==> src/rtl/tdm_demux_rx.sv <==
// TDM frame receiver. It locks to fsync and splits a serial 4-slot frame into
// per-channel words, flagging and counting framing violations.
module tdm_demux_rx #(
   parameter int SLOT_W = 8
) (
   input  logic              clk,
   input  logic              rst_n,
   input  logic              din,
   input  logic              din_valid,
   input  logic              fsync,
   output logic [SLOT_W-1:0] ch0_data,
   output logic [SLOT_W-1:0] ch1_data,
   output logic [SLOT_W-1:0] ch2_data,
   output logic [SLOT_W-1:0] ch3_data,
   output logic [3:0]        ch_valid,
   output logic              locked,
   output logic              frame_err,
   output logic [7:0]        err_cnt
);

   localparam int BIT_W = $clog2(SLOT_W);
   localparam int SR_W  = SLOT_W - 1;
   localparam logic [BIT_W-1:0] LAST_BIT = BIT_W'(SLOT_W - 1);

   typedef enum logic [0:0] {
      HUNT = 1'b0,
      LOCK = 1'b1
   } state_t;

   state_t            state_r;
   state_t            state_s;
   logic [BIT_W-1:0]  bit_cnt_r;
   logic [1:0]        slot_r;
   logic [SR_W-1:0]   sr_r;
   logic [SLOT_W-1:0] ch_r [4];
   logic [3:0]        ch_valid_r;
   logic              frame_err_r;
   logic [7:0]        err_cnt_r;

   logic              at_start_s;
   logic              restart_s;
   logic              shift_s;
   logic              err_s;
   logic [SLOT_W-1:0] word_s;

   // Only the low SLOT_W-1 bits are kept; the completed word is formed with the final din bit.
   assign at_start_s = (slot_r == 2'd0) && (bit_cnt_r == {BIT_W{1'b0}});
   assign word_s     = {sr_r, din};

   // State register
   always_ff @(posedge clk or negedge rst_n) begin
      if (!rst_n) begin
         state_r <= HUNT;
      end else begin
         state_r <= state_s;
      end
   end

   // Next-state and beat classification: restart at slot 0, plain shift, or framing error
   always_comb begin
      state_s   = state_r;
      restart_s = 1'b0;
      shift_s   = 1'b0;
      err_s     = 1'b0;
      if (din_valid) begin
         case (state_r)
            HUNT: begin
               if (fsync) begin
                  restart_s = 1'b1;
                  state_s   = LOCK;
               end else begin
                  state_s   = HUNT;
               end
            end
            LOCK: begin
               if (at_start_s) begin
                  if (fsync) begin
                     restart_s = 1'b1;
                  end else begin
                     err_s   = 1'b1;
                     state_s = HUNT;
                  end
               end else if (fsync) begin
                  err_s     = 1'b1;
                  restart_s = 1'b1;
               end else begin
                  shift_s   = 1'b1;
               end
            end
            default: begin
               state_s = HUNT;
            end
         endcase
      end else begin
         state_s = state_r;
      end
   end

   // Output decode of the state register
   always_comb begin
      locked = 1'b0;
      case (state_r)
         LOCK:    locked = 1'b1;
         HUNT:    locked = 1'b0;
         default: locked = 1'b0;
      endcase
   end

   // Datapath: shift register, slot/bit counters, channel words, pulses and error counter
   always_ff @(posedge clk or negedge rst_n) begin
      if (!rst_n) begin
         bit_cnt_r   <= {BIT_W{1'b0}};
         slot_r      <= 2'd0;
         sr_r        <= {SR_W{1'b0}};
         ch_valid_r  <= 4'b0000;
         frame_err_r <= 1'b0;
         err_cnt_r   <= 8'h00;
         for (int i = 0; i < 4; i++) begin
            ch_r[i] <= {SLOT_W{1'b0}};
         end
      end else begin
         ch_valid_r  <= 4'b0000;
         frame_err_r <= err_s;
         if (err_s && (err_cnt_r != 8'hFF)) begin
            err_cnt_r <= err_cnt_r + 8'd1;
         end
         if (restart_s) begin
            sr_r      <= SR_W'(din);
            bit_cnt_r <= BIT_W'(1);
            slot_r    <= 2'd0;
         end else if (shift_s) begin
            sr_r <= word_s[SR_W-1:0];
            if (bit_cnt_r == LAST_BIT) begin
               ch_r[slot_r]       <= word_s;
               ch_valid_r[slot_r] <= 1'b1;
               bit_cnt_r          <= {BIT_W{1'b0}};
               slot_r             <= slot_r + 2'd1;
            end else begin
               bit_cnt_r          <= bit_cnt_r + BIT_W'(1);
            end
         end
      end
   end

   assign ch0_data  = ch_r[0];
   assign ch1_data  = ch_r[1];
   assign ch2_data  = ch_r[2];
   assign ch3_data  = ch_r[3];
   assign ch_valid  = ch_valid_r;
   assign frame_err = frame_err_r;
   assign err_cnt   = err_cnt_r;

endmodule
==> config.mk <==
export PLATFORM = sky130hd
export DESIGN_NAME = tdm_demux_rx
export DESIGN_NICKNAME = d
export VERILOG_FILES = /design/src/rtl/tdm_demux_rx.sv
export SDC_FILE = /design/constraint.sdc
export NUM_CORES = 1
export LEC_CHECK = 0
export CAP_MARGIN = 20
export CORE_MARGIN = 1
export CORE_UTILIZATION = 34
export CTS_BUF_LIST = sky130_fd_sc_hd__clkbuf_4 sky130_fd_sc_hd__clkbuf_8
export DETAILED_ROUTE_END_ITERATION = 6
export PLACE_DENSITY = 0.69
export SYNTH_ARGS = -nofsm -noshare
export SYNTH_HDL_FRONTEND = slang
export SYNTH_SLANG_ARGS = --single-unit
==> constraint.sdc <==
create_clock -name clk -period 3.45 [get_ports clk]
set_input_delay 0.69 -clock clk [delete_from_list [all_inputs] [get_ports clk]]
set_output_delay 0.69 -clock clk [all_outputs]
set_load 0.01 [all_outputs]
==> results summary, run 1 <==
The signal on the critical path passes through clkdlybuf4s50_1, inv_1, ha_1, nand3_1, nor4bb_2, buf_4, mux2_2. Summing all placed instances gives a cell area of 3100 um^2. The biggest cell delay along the critical path came out at 0.43 ns. After global routing the overflow that remains totals 0.

The clock reaches the later pin of the worst-skew pair after 0.32 ns. The critical path arrival is 2.46 ns. The die footprint is 7630 um^2. The congestion estimate from routability-driven global placement came to 0.750. The average wire per standard cell is 13.9 um. Once layout is done, the placed cells without fillers occupy 3340 um^2.

The largest net degree at the start of global routing came out at 35. The worst setup path is of the primary input to flop kind. The first-pass detailed-route iteration total is 4. The setup violation total in the final timing report is 0. The first-pass GRT wire length is 7.96 mm. The standard cell with the maximum stage delay on the critical path is clkdlybuf4s50_1.

For this run, design rule violations remaining after detail routing come to 0. The tool flagged a number of max-cap violations equal to 0. In the final layout, the share of cells above drive strength 1 is 0.236. For this design the static power due to leakage is 1.60 nW.

The number of distinct library cells after synthesis is 28. The synthesized netlist cell count is 194. The number of buffers inserted to repair setup after CTS is 0. The required time at the endpoint of the critical path came out at 3.65 ns. The placed wire-length estimate after detailed placement is 3.28 mm. The tightest min-delay check is of the primary input to async pin type. The synthesized area per cell came out at 12.8 um^2. The net count of the mapped netlist is 209. The clock tree from TritonCTS is built. The overall routed net length is 4.92 mm. The final antenna-violating net count is 0. The effective utilization at floorplan is 0.359. The clock transition at the register clock pins on the worst setup and hold paths after CTS is 0.07 ns. The die is 87.3 um tall. The initial antenna violation count came to 0. The worst clock skew on the final layout came out at 0.00894 ns. The share of the clock period used by the worst path after layout is 0.654. Based on the critical path, the design can be clocked at up to 0.444 GHz. The share of the yosys chip area belonging to registers is 0.586. The number of synthesized register bits came out at 58. The number of DRC markers in iteration 0 came out at 64. The count of vias placed by the detailed router came out at 1,663. After floorplanning, the core was sized to cover 6910 um^2. The total power divided by cell area came out at 636 nW/um^2. The count of yosys warnings during synthesis is 0. The fraction of synthesis flops using an asynchronous set or reset pin came out at 1.00. Counting flops with a built-in enable in the synthesized netlist gives 0.

The maximum vdd ir drop is 0.409 mV. The number of nets in the finished design is 269. STA classifies the critical path startpoint as a primary input.

The dominant synthesized flop cell is dfrtp_1. In this run, post-CTS hold repair placed 0 buffers. Port buffering added 50 buffers. The aggregate negative setup slack came out at 0 ns. The largest driver fanout on the critical path came out at 9.

The repair_antennas step left the layout with diodes totalling 0. The overall fraction of global-route tracks in use is 0.140. The area overhead of the layout relative to synthesis is 34.8%. The final critical path time including I/O delays and setup came out at 2.25 ns.

The CTS buffer count is 9. Row generation in the floorplan step produced 30 rows. The maximum buffer depth of the clock tree came out at 2.

CTS built an H-tree with a depth of 3. The transition time at the pin with the least slew margin is 0.626 ns. The I/O pin count came out at 51.

The worst slew slack as a fraction of its limit is 0.581. The via count of the first global-routing pass is 1,593. The worst-case reg-to-reg path depth is 8. The mapped cell area came out at 2480 um^2.

The number of slew-limit violations in the final report was 0. Clock tree synthesis selected as its root buffer the cell clkbuf_8. The clock net in this run drives a total of 58 sinks.

The number of hold-slack violations in the final timing report is 0. The via-per-instance ratio is 4.68. The floorplan die width is 87.3 um.

The count of instances resized after the clock tree is built is 0. The flow ran to the end, and the final reports show no timing, DRC or antenna violations. STA classifies the critical path endpoint as a flop. Setup repair after global routing left no endpoint under its margin.
## report_power, final
part / internal, W / leakage, nW / switching (W)
Clock: 0.000454 / 0.120 / 0.000262
Sequential: 0.000797 / 0.782 / 0.000137
Combinational: 0.000254 / 0.700 / 0.000218
Total: 0.00151 / 1.60 / 0.000618
## per-stage QoR
stage                     hold WS [ns]  std cells  utilization  setup WS [ns]  total power, W
final                            0.354        355        0.483           1.20         0.00212
after global routing             0.374        355        0.483           1.10         0.00226
after CTS                        0.354        355        0.483           1.19         0.00215
after detailed placement         0.495        339        0.449          0.836         0.00142
after global placement           0.490        339        0.449          0.891         0.00140
after floorplan                  0.394        194            -           1.27         0.00120
## flip-flops by register name, indices dropped and copies added (netlist names)
name,cells
ch0_data,8
ch1_data,8
ch2_data,8
ch3_data,8
err_cnt,8
sr_r,7
ch_valid,4
bit_cnt_r,3
slot_r,2
frame_err,1
state_r,1
## kinds of logic (layout without fill, tap and decap cells)
family          Yosys count  in the layout  synth area share
compound gates           24             24            0.0556
xor+xnor                  2              2           0.00708
fa+ha+maj                10             10            0.0505
buf+inv                  22             87            0.0354
flops                    58             58             0.586
mux                      39             39             0.176
simple gates             39             39            0.0895
## worst max-delay path: cells and delay by family
kind	cells	cell delay [ns]
buffers and inverters	3	0.77
AND/OR/NAND/NOR	2	0.47
multiplexers	1	0.35
adder cells (fa/ha/maj)	1	0.18
## synthesized netlist by cell type, types with 2 or more instances
cell,n,area share
dfrtp_1,58,0.59
mux2_2,35,0.16
inv_1,17,0.026
a21oi_1,12,0.024
ha_1,10,0.051
nand3_1,10,0.020
o22ai_1,9,0.023
nor2_1,7,0.011
nand2_1,6,0.0091
clkbuf_1,3,0.0045
mux2i_1,3,0.012
nand2_2,3,0.0076
and3_1,2,0.0051
and4_1,2,0.0071
nand2b_1,2,0.0051
o21a_1,2,0.0061
xnor2_1,2,0.0071
## layout make-up
type                       count  area (um^2)
clock buffer                  12          159
clock inverter                 4         73.8
fill                         657         3570
inverter                      17         63.8
multi-input combinational    114          943
sequential                    58         1450
tap                           96          120
timing repair buffer          54          526
## final timing paths
kind	startpoint	endpoint	slack, ns
min in group clk	ch0_data[5]	ch0_data[5]	0.51
worst min register to register	ch0_data[5]	ch0_data[5]	0.51
worst min-delay path	rst_n	ch2_data[1]	0.35
worst max-delay path	fsync	ch3_data[2]	1.20
worst max register to register	slot_r[0]	ch3_data[2]	1.26
max in group asynchronous	rst_n	err_cnt[0]	2.23
## layer usage
layer  vias up  routed length (um)  global-route usage
met5         -                   0                   0
met4         0                  45              0.0447
met3         5                 175              0.0455
met2        36                2440               0.224
met1       831                2260               0.180
li1        791                   -                   -
## cell usage in the layout (no fill, tap or decap), types with 2 or more instances in the layout
| cell type | netlist | routed |
|---|---|---|
| and4_1 | 2 | 2 |
| bufinv_16 | 0 | 2 |
| ha_1 | 10 | 10 |
| xnor2_1 | 2 | 2 |
| nand3_1 | 10 | 10 |
| inv_1 | 17 | 17 |
| nand2b_1 | 2 | 2 |
| nand2_2 | 3 | 3 |
| nand2_1 | 6 | 6 |
| o22ai_1 | 9 | 9 |
| o21a_1 | 2 | 2 |
| mux2i_1 | 3 | 3 |
| clkdlybuf4s50_1 | 0 | 49 |
| and3_1 | 2 | 2 |
| a21oi_1 | 12 | 12 |
| dfrtp_1 | 58 | 58 |
| mux2_2 | 35 | 35 |
| clkbuf_8 | 0 | 11 |
| nor2_1 | 7 | 7 |
| buf_4 | 1 | 4 |
No activity file was read; power rests on OpenSTA's default activity.
==> run 2: changes to the inputs <==
PLACE_DENSITY = 0.71   (was 0.69)
clock period = 1.9 ns   (was 3.45 ns; I/O delays follow)
==> results summary, run 2 (synthesized netlist as in run 1, its figures left out) <==
The run finished, with violations left. The final reports fail on setup timing. The overall fraction of global-route tracks in use is 0.156 (+0.0162). The switching component of the power came to 0.00128 W (+110%). TritonCTS built the clock tree. The first-pass detailed-route iteration total came out at 4 (unchanged). The overall routed net length came out at 5.38 mm (+9.4%). The maximum buffer depth of the clock tree was 2 (unchanged).

The final antenna-violating net count came out at 0 (unchanged). The startpoint class of the critical path is a flop. The worst-case hold slack is 0.0474 ns (-0.306 ns). The detailed-route DRC error count came to 0 (unchanged).

The worst-case reg-to-reg path depth came out at 8 (unchanged). The minimum setup slack among reg-to-reg paths came out at -0.05 ns (-1.31 ns). The number of hold buffers added after CTS was 0 (unchanged). The leakage component of the power is 1.79 nW (+12%).

In the finished design, the share of the clock period the worst path needs comes to 1.03. The capture instance of the worst register-to-register path is ch3_data[1]. The start of the worst register-to-register path is bit_cnt_r[0]. The number of hold-slack violations in the final timing report was 0 (unchanged). The sequential share of power is 0.409 (-0.031). The final critical path time including I/O delays and setup came out at 1.95 ns. The number of DRC markers in iteration 0 is 87 (+36%). STA classifies the critical path endpoint as a flop. The worst slew slack as a fraction of its limit came out at 0.792 (+0.211).

The antenna diode instance count came out at 0 (unchanged). The leftover overflow at the end of global routing is 0 (unchanged). The largest driver fanout on the critical path came to 5 (-4). The H-tree depth is 3 (unchanged).

The total of max-cap violations came to 0 (unchanged). The number of buffer cells added on primary ports is 50 (unchanged). The cell-internal power was 0.00288 W (+91%). The area overhead of the layout relative to synthesis came out at 49.6%. Setup repair after global routing could not meet its margin everywhere. Leaving out fill and tap cells, the most frequent cells in the layout are 58 x dfrtp_1, 49 x clkdlybuf4s50_1, 33 x buf_4. The aggregate negative setup slack came to -0.230 ns (-0.230 ns). The via count of the first global-routing pass is 1,810 (+14%). The critical path start-end classification is flop to flop. Leaving out fill and tap cells, the most frequent cell in the layout is dfrtp_1. The required time at the endpoint of the critical path is 2.11 ns (-1.54 ns). The die footprint is 7630 um^2 (unchanged). The maximum vdd ir drop is 0.581 mV (+42%). The type of the worst min-delay path is primary input to async pin. The number of sinks driven by the clock tree is 58 (unchanged). The worst slack after detailed placement is -0.306 ns (-1.14 ns). The total of fill cells in the finished design came to 612 (-6.8%). The number of slew-limit violations in the final report is 0 (unchanged).

The number of nets in the finished design came to 301 (+12%). The initial antenna violation count came to 0 (unchanged). The later-pin clock latency in the skew report is 0.33 ns (about the same).

The floorplan die width came out at 87.3 um (unchanged). The setup violation total in the final timing report came to 8 (+8). The layout cell share with drive strength beyond 1 is 0.364 (+0.129). The fraction of power consumed by combinational cells is 0.302 (+0.079).

The average wire per standard cell came out at 13.9 um (+0.35%). The placed wire-length estimate after detailed placement came out at 3.53 mm (+7.6%). CTS placed an instance of clkbuf_8 at the clock tree root. The via-per-instance ratio is 4.70 (+0.23%). The first-pass GRT wire length came out at 8.91 mm (+12%).

The largest net degree at the start of global routing is 59 (+69%). The critical path arrival came out at 2.16 ns (-0.30 ns). The highest clock frequency the design can meet is 0.513 GHz. The clock transition at the register clock pins on the worst setup and hold paths after CTS came to 0.07 ns (about the same). The I/O pin count came out at 51 (unchanged). The count of vias placed by the detailed router is 1,817 (+9.3%). The CTS buffer count is 9 (unchanged). The total number of placement rows is 30 (unchanged). The total power divided by cell area came out at 1120 nW/um^2 (+76%). The share of total power consumed by net switching came out at 0.307 (+0.0164). The worst clock skew on the final layout is 0.00785 ns (-0.00109 ns). The transition time at the pin with the least slew margin came to 0.311 ns (-0.315 ns). The effective utilization at floorplan is 0.359 (unchanged). The relative contribution of the clock network to total power is 0.289 (-0.049). The final worst-path setup slack came out at -0.0483 ns (-1.24 ns).

The die boundary height came to 87.3 um (unchanged). The core area is 6910 um^2 (unchanged). The last weighted congestion value of the routability-driven placer came out at 0.790 (+5.3%).
## run 2: power by group through the flow
stage	Clock, W	Sequential, W	Combinational [W]
after global placement	0	0.00170	0.00104
after floorplan	0	0.00171	0.000484
after CTS	0.00123	0.00170	0.00118
after detailed placement	0	0.00171	0.00107
after global routing	0.00129	0.00174	0.00138
final	0.00120	0.00170	0.00125
## run 2: final cells by class
class | instances | area [um^2] | area share
multi-input combinational | 114 | 1070 | 0.289
clock inverter | 4 | 48.8 | 0.0132
timing repair buffer | 86 | 786 | 0.212
sequential | 58 | 1450 | 0.392
inverter | 17 | 63.8 | 0.0172
clock buffer | 12 | 165 | 0.0446
tap | 96 | 120 | 0.0324
## run 2: worst max path at each step
stage                       startpoint  slack (ns)  cells past startpoint     endpoint
after floorplan                  fsync        0.01                      8   err_cnt[7]
after global placement           fsync       -0.27                      7  ch3_data[5]
after detailed placement         fsync       -0.31                      7  ch3_data[0]
after CTS                    slot_r[1]       -0.01                      8  ch3_data[4]
after global routing      bit_cnt_r[1]       -0.16                      8  ch3_data[1]
final                     bit_cnt_r[0]       -0.05                      8  ch3_data[1]
## run 2: worst max-delay path, cell delays in order (launching register included)
cell and delay, ns:
dfrtp_1 0.37, inv_2 0.05, ha_4 0.16, nand3_4 0.10, ha_4 0.15, nand3_4 0.09, nor4bb_4 0.36, buf_4 0.21
mux2_2 0.33
## run 2: repair_timing
item	4_1_cts	5_1_grt
endpoints found under the setup margin	41	37
cloned	1	0
pin swaps	4	4
buffers inserted	2	6
resized for setup	15	11
## run 2: routing by layer
metal / vias up / part of all wire / global-route usage / routed length, um
li1: 868 / - / - / -
met1: 899 / 0.45 / 0.196 / 2400
met2: 44 / 0.51 / 0.258 / 2730
met3: 6 / 0.037 / 0.0483 / 201
met4: 0 / 0.0078 / 0.0492 / 42
met5: - / 0 / 0 / 0
## run 2: through the flow
| step | total power, W | instance area, um^2 | utilization | instances |
|---|---|---|---|---|
| final | 0.00415 | 3700 | 0.536 | 387 |
| after global routing | 0.00441 | 3700 | 0.536 | 387 |
| after CTS | 0.00411 | 3620 | 0.524 | 381 |
| after detailed placement | 0.00277 | 3300 | 0.478 | 362 |
| after global placement | 0.00273 | 3300 | 0.478 | 362 |
| after floorplan | 0.00219 | 2490 | - | 194 |
==> run 3: changes to the inputs <==
clock period = 1.7 ns   (was 1.9 ns; I/O delays follow)
==> results summary, run 3 (synthesized netlist as in run 1, its figures left out) <==
The run finished, with violations left. The checks that failed: hold timing, setup timing. The final core utilization is 0.564 (+0.0279).

The initial antenna violation count is 0 (unchanged). The effective utilization at floorplan came to 0.359 (unchanged). The count of vias placed by the detailed router came to 1,848 (+1.7%).

The worst slew slack as a fraction of its limit came out at 0.732 (-0.0600). The core area came out at 6910 um^2 (unchanged). The startpoint class of the critical path is a flop. The critical path is of the flop to flop type. Leaving out fill and tap cells, the most frequent cell in the layout is dfrtp_1. The number of sinks driven by the clock tree came out at 58 (unchanged). The later-pin clock latency in the skew report came out at 0.34 ns (about the same). The placed wire-length estimate after detailed placement came out at 3.45 mm (-2.4%). In this run the critical register-to-register path is launched from bit_cnt_r[0]. The final antenna-violating net count was 0 (unchanged). The final worst-path setup slack came out at -0.244 ns (-0.196 ns). The clock transition at the register clock pins on the worst setup and hold paths after CTS is 0.07 ns (about the same). The capture point of the critical path is ch3_data[1]. The number of slew-limit violations in the final report is 0 (unchanged). Tracing the worst setup path back leads to its startpoint at bit_cnt_r[0].

The total of max-cap violations is 0 (unchanged). The via count of the first global-routing pass came out at 1,776 (-1.9%). The overall fraction of global-route tracks in use is 0.161 (+0.00481). The maximum buffer depth of the clock tree came out at 2 (unchanged). The maximum vdd ir drop came out at 0.715 mV (+23%). In the layout the commonest cells are 55 x dfrtp_1, 46 x clkdlybuf4s50_1, 26 x mux2_2.

In this run the critical register-to-register path is captured at ch3_data[1]. The total power divided by cell area came to 1220 nW/um^2 (+9.1%). The floorplan die width was 87.3 um (unchanged). The number of hold-slack violations in the final timing report is 15 (+15). The largest driver fanout on the critical path came out at 4 (-1). The final critical path time including I/O delays and setup was 1.94 ns (-0.00446 ns). The worst-case hold slack was -0.00990 ns (-0.0573 ns).

In this run the clock root is driven by a clkbuf_8. The via-per-instance ratio came to 4.74 (+0.92%). The setup violation total in the final timing report is 37 (+29). The critical path arrival is 2.17 ns (about the same). The kind of capture point of the worst setup path is a flop. The number of DRC markers in iteration 0 came out at 54 (-38%).

The area overhead of the layout relative to synthesis came out at 57.4%. The I/O pin count came out at 51 (unchanged). The overall routed net length is 5.78 mm (+7.5%). The count of non-filler cells in the finished layout is 390 (+0.78%).

Setup repair after global routing could not meet its margin everywhere. The worst clock skew on the final layout came out at 0.00849 ns (+0.000639 ns). The H-tree depth is 3 (unchanged). The die boundary height is 87.3 um (unchanged).

The number of buffer cells added on primary ports was 50 (unchanged). The leftover overflow at the end of global routing is 0 (unchanged). The largest net degree at the start of global routing is 59 (unchanged). The detailed-route DRC error count came out at 0 (unchanged). The last weighted congestion value of the routability-driven placer is 0.759 (-4.0%).

The die footprint is 7630 um^2 (unchanged). The number of nets in the finished design is 304 (+1.0%). The average wire per standard cell was 14.8 um (+6.7%).

The highest clock frequency the design can meet is 0.514 GHz (+0.23%). The total placed cells including tap cells is 359 (-0.83%). The total number of placement rows is 30 (unchanged). The minimum setup slack among reg-to-reg paths is -0.24 ns (-0.20 ns). The share of the clock period used by the worst path after layout came out at 1.14 (+0.118). The cell area after placement came out at 3320 um^2 (+0.61%). The number of hold buffers added after CTS came out at 0 (unchanged).

The path class of the tightest hold or removal check is primary input to async pin. The required time at the endpoint of the critical path came out at 1.93 ns (-0.18 ns). The antenna diode instance count came out at 0 (unchanged).

The first-pass detailed-route iteration total is 4 (unchanged). The first-pass GRT wire length is 9.05 mm (+1.5%). The CTS buffer count is 9 (unchanged).

The cell area after layout came out at 3900 um^2 (+5.2%). The leakage component of the power is 1.81 nW (+1.6%). The transition time at the pin with the least slew margin is 0.402 ns (+0.0910 ns). The worst-case reg-to-reg path depth is 8 (unchanged). The layout cell share with drive strength beyond 1 came out at 0.412 (+0.0473). The clock tree from TritonCTS is built.
==> run 3: repair_timing <==
action,in CTS,in global routing
resized for setup,41,17
setup buffers,4,8
pin swaps,8,13
setup endpoints to repair,52,57
cloned,1,3
==> run 3: routing by layer <==
layer | GRT usage | part of all wire
met1 | 0.201 | 0.45
met2 | 0.252 | 0.49
met3 | 0.0474 | 0.041
met4 | 0.0849 | 0.021
met5 | 0 | 0
==> run 3: area by class of cell <==
type                            count  area, um^2
Clock buffer                       12         159
Clock inverter                      4        50.0
Fill cell                         577        3010
Inverter                           17        66.3
Multi-Input combinational cell    117        1220
Sequential cell                    58        1460
Tap cell                           96         120
Timing Repair Buffer               86         828
==> run 3: critical path: stages (launching register included) <==
cell,delay [ns]
dfrtp_1,0.42
inv_2,0.07
ha_4,0.16
nand3_4,0.07
ha_4,0.15
nand3_4,0.10
nor4bb_4,0.34
buf_4,0.21
mux2_4,0.31
==> run 3: worst min path at each step <==
stage                        end  cells past startpoint  slack, ns
global route         ch2_data[1]                      2       0.01
CTS                  ch0_data[1]                      2     0.0004
floorplan           bit_cnt_r[0]                      0       0.04
detailed placement   ch0_data[0]                      2       0.37
global placement     ch0_data[0]                      2       0.37
finish               ch1_data[0]                      2      -0.01
==> run 3: power breakdown <==
part           total, W  switching [W]  leakage [nW]  internal [W]
clock network   0.00132       0.000546         0.102      0.000770
registers       0.00190       0.000280         0.779       0.00162
logic           0.00155       0.000700         0.934      0.000849
==> run 3: stage by stage <==
step	power [W]	setup TNS, ns	setup WS (ns)	hold slack, ns
2_1_floorplan	0.00252	-1.48	-0.114	0.0444
3_3_place_gp	0.00309	-15.76	-0.399	0.367
3_5_place_dp	0.00313	-18.50	-0.454	0.369
4_1_cts	0.00463	-5.95	-0.208	0.000420
5_1_grt	0.00506	-9.77	-0.326	0.0100
6_report	0.00477	-6.79	-0.244	-0.00990
